## config.mk

```make
export PLATFORM = sky130hd
export DESIGN_NAME = control_sequencer
export DESIGN_NICKNAME = d
export VERILOG_FILES = /design/src/rtl/control_sequencer.sv
export SDC_FILE = /design/constraint.sdc
export NUM_CORES = 1
export LEC_CHECK = 0
export ABC_AREA = 1
export BUFFER_PORTS_ARGS = -buffer_cell sky130_fd_sc_hd__buf_2
export CORE_MARGIN = 2
export CORE_UTILIZATION = 32
export CTS_CLUSTER_DIAMETER = 80
export DETAILED_ROUTE_END_ITERATION = 16
export GPL_TIMING_DRIVEN = 0
export PLACE_DENSITY = 0.83
export SLEW_MARGIN = 10
export SYNTH_ARGS = -nofsm -noshare
export SYNTH_HDL_FRONTEND = slang
export SYNTH_SLANG_ARGS = --single-unit
```

## constraint.sdc

```tcl
create_clock -name clock -period 1.4 [get_ports clock]
set_clock_uncertainty 0.05 [all_clocks]
set_input_delay 0.07 -clock clock [delete_from_list [all_inputs] [get_ports clock]]
set_output_delay 0.07 -clock clock [all_outputs]
set_load 0.005 [all_outputs]
```

## src/rtl/control_sequencer.sv

```systemverilog
// Hardwired control unit: fetch (T0-T2) and class-based execute (T3-T6) sequencing,
// with control outputs decoded from the registered state and the instruction register.
module control_sequencer (
  input  logic        clock,
  input  logic        clear,
  input  logic        run,
  input  logic [31:0] ir,
  input  logic        mem_ready,
  output logic        PCout,
  output logic        Zhighout,
  output logic        Zlowout,
  output logic        MDRout,
  output logic        MARin,
  output logic        PCin,
  output logic        MDRin,
  output logic        IRin,
  output logic        Yin,
  output logic        HIin,
  output logic        LOin,
  output logic        ZHighIn,
  output logic        ZLowIn,
  output logic        IncPC,
  output logic        Read,
  output logic        Gra,
  output logic        Grb,
  output logic        Rin,
  output logic        Rout,
  output logic [4:0]  opcode,
  output logic        halted,
  output logic [3:0]  state
);

  typedef enum logic [3:0] {
    S_IDLE = 4'd0,
    S_T0   = 4'd1,
    S_T1   = 4'd2,
    S_T2   = 4'd3,
    S_T3   = 4'd4,
    S_T4   = 4'd5,
    S_T5   = 4'd6,
    S_T6   = 4'd7,
    S_HALT = 4'd8
  } state_t;

  typedef enum logic [2:0] {
    CLS_R3,
    CLS_MD,
    CLS_R2,
    CLS_NOP,
    CLS_HALT
  } cls_t;

  function automatic cls_t decode_class(input logic [4:0] op);
    cls_t c;
    if (op <= 5'b01000)                        c = CLS_R3;
    else if (op == 5'b01111 || op == 5'b10000) c = CLS_MD;
    else if (op == 5'b10001 || op == 5'b10010) c = CLS_R2;
    else if (op == 5'b11011)                   c = CLS_HALT;
    else                                       c = CLS_NOP;
    return c;
  endfunction

  state_t     cur_state;
  state_t     nxt_state;
  state_t     end_state;
  cls_t       cls;
  logic [4:0] ir_op;
  logic       ir_unused;

  assign ir_op     = ir[31:27];
  assign ir_unused = ^ir[26:0];
  assign cls       = decode_class(ir_op);
  assign end_state = run ? S_T0 : S_IDLE;

  always_comb begin
    nxt_state = cur_state;
    case (cur_state)
      S_IDLE:  nxt_state = run ? S_T0 : S_IDLE;
      S_T0:    nxt_state = S_T1;
      S_T1:    nxt_state = mem_ready ? S_T2 : S_T1;
      S_T2:    nxt_state = S_T3;
      S_T3: begin
        case (cls)
          CLS_HALT: nxt_state = S_HALT;
          CLS_NOP:  nxt_state = end_state;
          default:  nxt_state = S_T4;
        endcase
      end
      S_T4:    nxt_state = S_T5;
      S_T5:    nxt_state = (cls == CLS_MD) ? S_T6 : end_state;
      S_T6:    nxt_state = end_state;
      S_HALT:  nxt_state = S_HALT;
      default: nxt_state = S_IDLE;
    endcase
  end

  always_ff @(posedge clock or posedge clear) begin
    if (clear) cur_state <= S_IDLE;
    else       cur_state <= nxt_state;
  end

  // Output decode: only registered state and ir feed this, so clear zeroes it at once
  always_comb begin
    PCout    = 1'b0;
    Zhighout = 1'b0;
    Zlowout  = 1'b0;
    MDRout   = 1'b0;
    MARin    = 1'b0;
    PCin     = 1'b0;
    MDRin    = 1'b0;
    IRin     = 1'b0;
    Yin      = 1'b0;
    HIin     = 1'b0;
    LOin     = 1'b0;
    ZHighIn  = 1'b0;
    ZLowIn   = 1'b0;
    IncPC    = 1'b0;
    Read     = 1'b0;
    Gra      = 1'b0;
    Grb      = 1'b0;
    Rin      = 1'b0;
    Rout     = 1'b0;
    opcode   = 5'b00000;
    case (cur_state)
      S_T0: begin
        PCout  = 1'b1;
        MARin  = 1'b1;
        IncPC  = 1'b1;
        ZLowIn = 1'b1;
      end
      S_T1: begin
        Zlowout = 1'b1;
        PCin    = 1'b1;
        Read    = 1'b1;
        MDRin   = 1'b1;
      end
      S_T2: begin
        MDRout = 1'b1;
        IRin   = 1'b1;
      end
      S_T3: begin
        if (cls == CLS_R3 || cls == CLS_R2) begin
          Grb  = 1'b1;
          Rout = 1'b1;
          Yin  = 1'b1;
        end else if (cls == CLS_MD) begin
          Gra  = 1'b1;
          Rout = 1'b1;
          Yin  = 1'b1;
        end
      end
      S_T4: begin
        opcode = ir_op;
        ZLowIn = 1'b1;
        if (cls == CLS_R3) begin
          Gra  = 1'b1;
          Rout = 1'b1;
        end else if (cls == CLS_MD) begin
          Grb     = 1'b1;
          Rout    = 1'b1;
          ZHighIn = 1'b1;
        end
      end
      S_T5: begin
        Zlowout = 1'b1;
        if (cls == CLS_MD) begin
          LOin = 1'b1;
        end else begin
          Gra = 1'b1;
          Rin = 1'b1;
        end
      end
      S_T6: begin
        Zhighout = 1'b1;
        HIin     = 1'b1;
      end
      default: ;
    endcase
  end

  assign halted = (cur_state == S_HALT);
  assign state  = cur_state;

endmodule

```

; Yosys cells after proc, flatten, opt, wreduce, memory -nomap -nowiden
; Index checks and enable logic that the tools add are counted.
[word_totals]
regBits = 4
input_bits = 36
wordCells = 58
[classes]
order_cmp = 1
n_eq_ne = 17
mux = 31
reduce_logical = 8
[op_table]
columns = cell, count
row1 = one-hot mux 4 bit (8 select lines), 1
row2 = "equality test 5 bit, second input constant", 4
row3 = two-way mux 1 bit, 20
row4 = "equality test 4 x 3 -> 1 bit, second input constant", 4
row5 = two-way mux 3 bit, 5
row6 = "equality test 4 x 2 -> 1 bit, second input constant", 2
row7 = one-hot mux 4 bit (2 select lines), 1
row8 = "equality test 3 x 2 -> 1 bit, second input constant", 2
row9 = OR reduction 2 bit, 3
row10 = "equality test 5 x 4 -> 1 bit, second input constant", 1
row11 = "<= comparator 5 x 4 -> 1 bit, second input constant", 1
row12 = two-way mux 5 bit, 1
row13 = "equality test 4 x 1 -> 1 bit, second input constant", 1
row14 = "equality test 4 bit, second input constant", 1
row15 = logical NOT 4 bit, 1
row16 = one-hot mux 1 bit (2 select lines), 2
row17 = "equality test 3 x 1 -> 1 bit, second input constant", 1
row18 = "equality test 3 bit, second input constant", 1
row19 = logical NOT 3 bit, 1
row20 = logical OR 1 bit, 3
row21 = one-hot mux 1 bit (3 select lines), 1

; Depth between registers and ports, before layout
[depth]
depth_word = 9
ltp_mapped = 7
depth_no_buf = 7

; Worst setup path before layout
; OpenSTA, ideal clock, no wires.
[synth_path]
path_type = register to output
startpoint = register cur_state[3] (netlist: state[3])
endpoint = output MDRout
arrival_time_ps = 1072
required_ps = 1280
setup_slack_ps = 208
stages_incl_launch_ff = 5
path_cell_list = dfrtp_1 nor2_1 inv_2 nor3_1 buf_4
[synth_between]
elab_chain_cells = 2
[synth_rtl]
columns = element, line_no
row1 = start: declaration, 63  ; state_t cur_state;
row2 = start signal: assignment, 99  ; else cur_state <= nxt_state;
row3 = equality test 4 x 2 -> 1 bit, --
row4 = two-way mux 1 bit, --
row5 = end: declaration, 12  ; output logic MDRout,
; Every way passes these cells.

; Final worst setup path
[layout_path]
startpoint = register cur_state[1] (netlist: state[1])
endpoint = output PCout
[layout_between]
elab_chain_cells = 2
[layout_rtl]
columns = element, line_no
row1 = equality test 4 x 1 -> 1 bit, 124  ; case (cur_state)
row2 = two-way mux 1 bit, 124
row3 = end: declaration, 9  ; output logic PCout,
; Every way passes these cells.

==> results.rst <==
.. list-table::
   :header-rows: 1

   * - Metric
     - Value
   * - Result of the run
     - finished with violations
   * - Violations in the final reports
     - setup timing
   * - Htree depth
     - 1
   * - Crit path top cell by count
     - sky130_fd_sc_hd__buf_4
   * - Max Fclk
     - 0.677 GHz
   * - Origin of the worst min-delay path
     - run
   * - Peak supply drop
     - roughly 0.5 mV
   * - Sequential share of power
     - roughly 16%
   * - Number of vias after detailed routing
     - approximately 750
   * - Fillcell total
     - ~150
   * - Synth top area cells
     - sky130_fd_sc_hd__dfrtp_1, sky130_fd_sc_hd__nand2_1, sky130_fd_sc_hd__nor2_1
   * - Violation count after the first detailed-routing iteration
     - 7
   * - Mapped Nets
     - 132
   * - Most area-hungry cell type in the Yosys netlist
     - sky130_fd_sc_hd__dfrtp_1
   * - Total count of hold-check failures in the final report
     - 0
   * - Final setup violation count
     - 10
   * - Cell internal power dissipation
     - between 0.7 and 0.8 mW
   * - Total power density per cell area
     - roughly 1500 nW/um2
   * - Pre-CTS worst setup slack
     - a little over 0.09 ns
   * - Area fraction of the dominant cell type after synthesis
     - a little under a fifth
   * - Final Critical Period
     - between 1 and 1.5 ns
   * - Detailed Routing Iterations Pass 1
     - 4
   * - Sum of internal, switching and leakage power
     - ~1.4 mW
   * - Largest fanout of any net on the critical path
     - 5
   * - Initial antenna violation count
     - 0
   * - Final WS setup
     - -0.0763 ns
   * - Slew at the pin closest to its max-slew limit
     - 0.265 ns
   * - Final HPWL from detailed placement
     - approximately 1.3 mm
   * - Number of global-route vias before repair
     - approximately 660
   * - Area growth, synth to finish
     - 68.6%
   * - Endpoint of the worst-slack reg-to-reg timing path
     - state[1]$_DFF_PP0_
   * - Core outline area
     - between 1500 and 2000 um2
   * - Wire per inst
     - 10.7 um
   * - Crit path buf inv count
     - 4
   * - Cell family with most CP delay
     - flip-flops
   * - Buffers added on ports
     - 37
   * - Worst endpoint data arrival time
     - approximately 1.4 ns
   * - Crit path depth
     - 6
   * - Clock power share
     - around a tenth
   * - Number of flops mapped to enable cells by yosys
     - 0
   * - Cells after Synth
     - 96
   * - Finished Core Util
     - around three fifths
   * - Flip-flop cell with the highest count after synthesis
     - sky130_fd_sc_hd__dfrtp_1
   * - Final cycle utilization of the critical path
     - 105%
   * - Largest family of logic cells by synthesized area
     - simple AND/OR/NAND/NOR gates
   * - Gpl congestion
     - roughly 0.8
   * - Clock tree from TritonCTS
     - done
   * - Crit Path Category
     - flop to primary output
   * - Worst Setup Start Kind
     - flop
   * - Maximum cell stage delay along the critical path
     - between 0.4 and 0.5 ns
   * - Clock buffer count from CTS
     - 3
   * - Finished layout cell area
     - between 900 and 1000 um2
   * - Leakage power
     - 0.605 nW
   * - Clock latency at the later pin of the worst-skew pair
     - 0.24 ns
   * - Required arrival time at the worst endpoint
     - approximately 1.3 ns
   * - Leftover overflow at the end of global routing
     - 0
   * - Maximum number of pins on one net before global-route repair
     - 8
   * - Effective utilization at floorplan
     - 35.3%
   * - Timing startpoint of the critical path
     - state[1]$_DFF_PP0_
   * - Worst R2R Setup Slack
     - approximately 0.13 ns
   * - Worst setup path end
     - PCout
   * - Die Y-Extent
     - between 40 and 50 um
   * - Number of vias per cell
     - ~4.6
   * - # IOs
     - 65
   * - Library cell used as clock root buffer
     - sky130_fd_sc_hd__clkbuf_4
   * - Relative contribution of combinational cells to total power
     - 73.8%
   * - Post-synthesis share of cell area spent on xor and xnor gates
     - 0%
   * - Overall die area
     - about 2100 um2
   * - CTS clk-pin slew, worst paths
     - approximately 0.04 ns
   * - Setup repair after global routing missed its margin
     - yes
   * - Share of synthesized cell area in full adder, half adder and majority cells
     - 0%
   * - Worst hold-check slack
     - about 0.062 ns
   * - Worst hold-check path type
     - input port to flop
   * - Share of the yosys chip area belonging to registers
     - approximately 18%
   * - Storage cell area
     - roughly 100 um2
   * - Placed standard-cell area
     - 756 um2
   * - Portion of netlist area occupied by mux cells
     - 0%
   * - Wire length of the first global-routing pass
     - ~2.6 mm
   * - Number of unique standard cell types used by synthesis
     - 17
   * - Flops & latches, synth
     - 4
   * - Fraction of the mapped netlist area in compound gates
     - under 10%
   * - CP Capture Type
     - primary output
   * - Most instantiated library cell after synthesis
     - sky130_fd_sc_hd__nand2_1
   * - Most frequent cells after synthesis
     - sky130_fd_sc_hd__nand2_1, sky130_fd_sc_hd__nor2_1, sky130_fd_sc_hd__inv_1
   * - Total inserted antenna cells
     - 0
   * - Remaining design rule violation count
     - 0
   * - Switching power as a share of total power
     - around 45%
   * - Synth Warn #
     - 0
   * - Net switching power of the design
     - about 0.61 mW
   * - Number of flip-flops under the largest register name
     - 4
   * - Remaining number of nets flagged by the antenna check after routing
     - 0
   * - Net total in the final layout
     - between 150 and 200
   * - Share of cells above drive strength 1
     - roughly three fifths
   * - Max cap viols
     - 0
   * - Crit path max-delay cell type
     - sky130_fd_sc_hd__dfrtp_2
   * - Number of cell instances on the worst register-to-register path
     - 7
   * - Ordered list of cells on the worst path
     - nor2_2, inv_2, buf_4, nor2_4, buf_4, buf_2
   * - Total GRT Usage
     - between 10% and 20%
   * - Standard-cell rows
     - 14
   * - Sink count of the clock tree
     - 4
   * - Cell Area, Synth
     - between 500 and 600 um2
   * - Die boundary width
     - 45.5 um
   * - Worst rel slew slack
     - between 80 and 90%
   * - Reg-to-reg startpoint
     - state[1]$_DFF_PP0_
   * - Synthesized area per cell
     - 5.73 um2
   * - Simple-Gate Fraction of Synth Area
     - between 50% and 60%
   * - Count of pins over their slew limit
     - 0
   * - Share of flip-flops with an asynchronous set or reset
     - 100%
   * - Wire length reported by the detailed router
     - 1.75 mm
   * - CTS Buffer Depth
     - 2
   * - Footprint of the multi-input gates
     - 378 um2
## cells in the final DEF (no fill, tap or decap)
cell                            instances
sky130_fd_sc_hd__nor2_1                13
sky130_fd_sc_hd__a21oi_1                1
sky130_fd_sc_hd__o21ai_1                1
sky130_fd_sc_hd__inv_2                  7
sky130_fd_sc_hd__clkbuf_4               3
sky130_fd_sc_hd__buf_6                  2
sky130_fd_sc_hd__inv_1                 13
sky130_fd_sc_hd__dlygate4sd3_1          1
sky130_fd_sc_hd__inv_4                  1
sky130_fd_sc_hd__nand2_2                6
sky130_fd_sc_hd__buf_2                 36
sky130_fd_sc_hd__nor3_4                 1
sky130_fd_sc_hd__a21oi_4                1
sky130_fd_sc_hd__nand4_1                1
sky130_fd_sc_hd__a31o_2                 1
sky130_fd_sc_hd__nor3_1                 1
sky130_fd_sc_hd__nand2_4                1
sky130_fd_sc_hd__nand2_1               18
sky130_fd_sc_hd__o211ai_1               1
sky130_fd_sc_hd__nor2_4                 6
sky130_fd_sc_hd__nor2_2                 4
sky130_fd_sc_hd__dfrtp_1                3
sky130_fd_sc_hd__nand3_1                8
sky130_fd_sc_hd__nor3_2                 1
sky130_fd_sc_hd__buf_4                 15
sky130_fd_sc_hd__dfrtp_2                1
## cell type report
type,instances,area share (%)
sequential,4,10.9
tap,16,2.16
timing repair buffer,48,29.8
buffer,6,5.26
clock buffer,3,2.43
inverter,21,8.76
multi-input combinational,65,40.7
## stage by stage
| stage | TNS (ns) | instances |
|---|---|---|
| after floorplan | 0 | 96 |
| after global placement | 0 | 149 |
| after detailed placement | 0 | 149 |
| after CTS | -0.311 | 160 |
| after global routing | -1.59 | 163 |
| final | -0.385 | 163 |
## kinds of logic (layout without fill, tap and decap cells)
family	after synthesis	in the layout
AO/OA/AOI/OAI	5	5
buffers and inverters	27	78
flip-flops	4	4
AND/OR/NAND/NOR	60	60
## repair_timing
item,CTS,global route
pin swaps,4,2
gates resized for setup,10,9
hold buffers,1,0
setup endpoints to repair,20,23
endpoints found under the hold margin,4,0
setup buffers,7,3
## layer usage
metal / part of all wire, % / up-vias / global-route usage (%)
li1: - / 390 / -
met2: 54 / 32 / 32.4
met1: 39 / 321 / 18.0
met4: 0.97 / 0 / 8.82
met5: 0 / - / 0
met3: 5.6 / 2 / 1.59
## how the worst min path moves through the flow
stage	to	cells after the start
after floorplan	state[0]$_DFF_PP0_	1
after global placement	state[2]$_DFF_PP0_	2
after detailed placement	state[2]$_DFF_PP0_	2
after CTS	state[0]$_DFF_PP0_	3
after global routing	state[0]$_DFF_PP0_	3
final	state[0]$_DFF_PP0_	3
## worst min-delay path: cells and delay by family
kind          cells  cell delay, ns
buf+inv           1            0.09
simple gates      2            0.15
## power groups by stage
stage,Combinational (mW),Clock [mW],Sequential (mW)
finish,0.998,0.144,0.210
global route,1.08,0.152,0.218
CTS,0.867,0.146,0.204
detailed placement,0.697,0,0.194
global placement,0.679,0,0.192
floorplan,0.439,0,0.195
(Power assumes the default switching activity.)
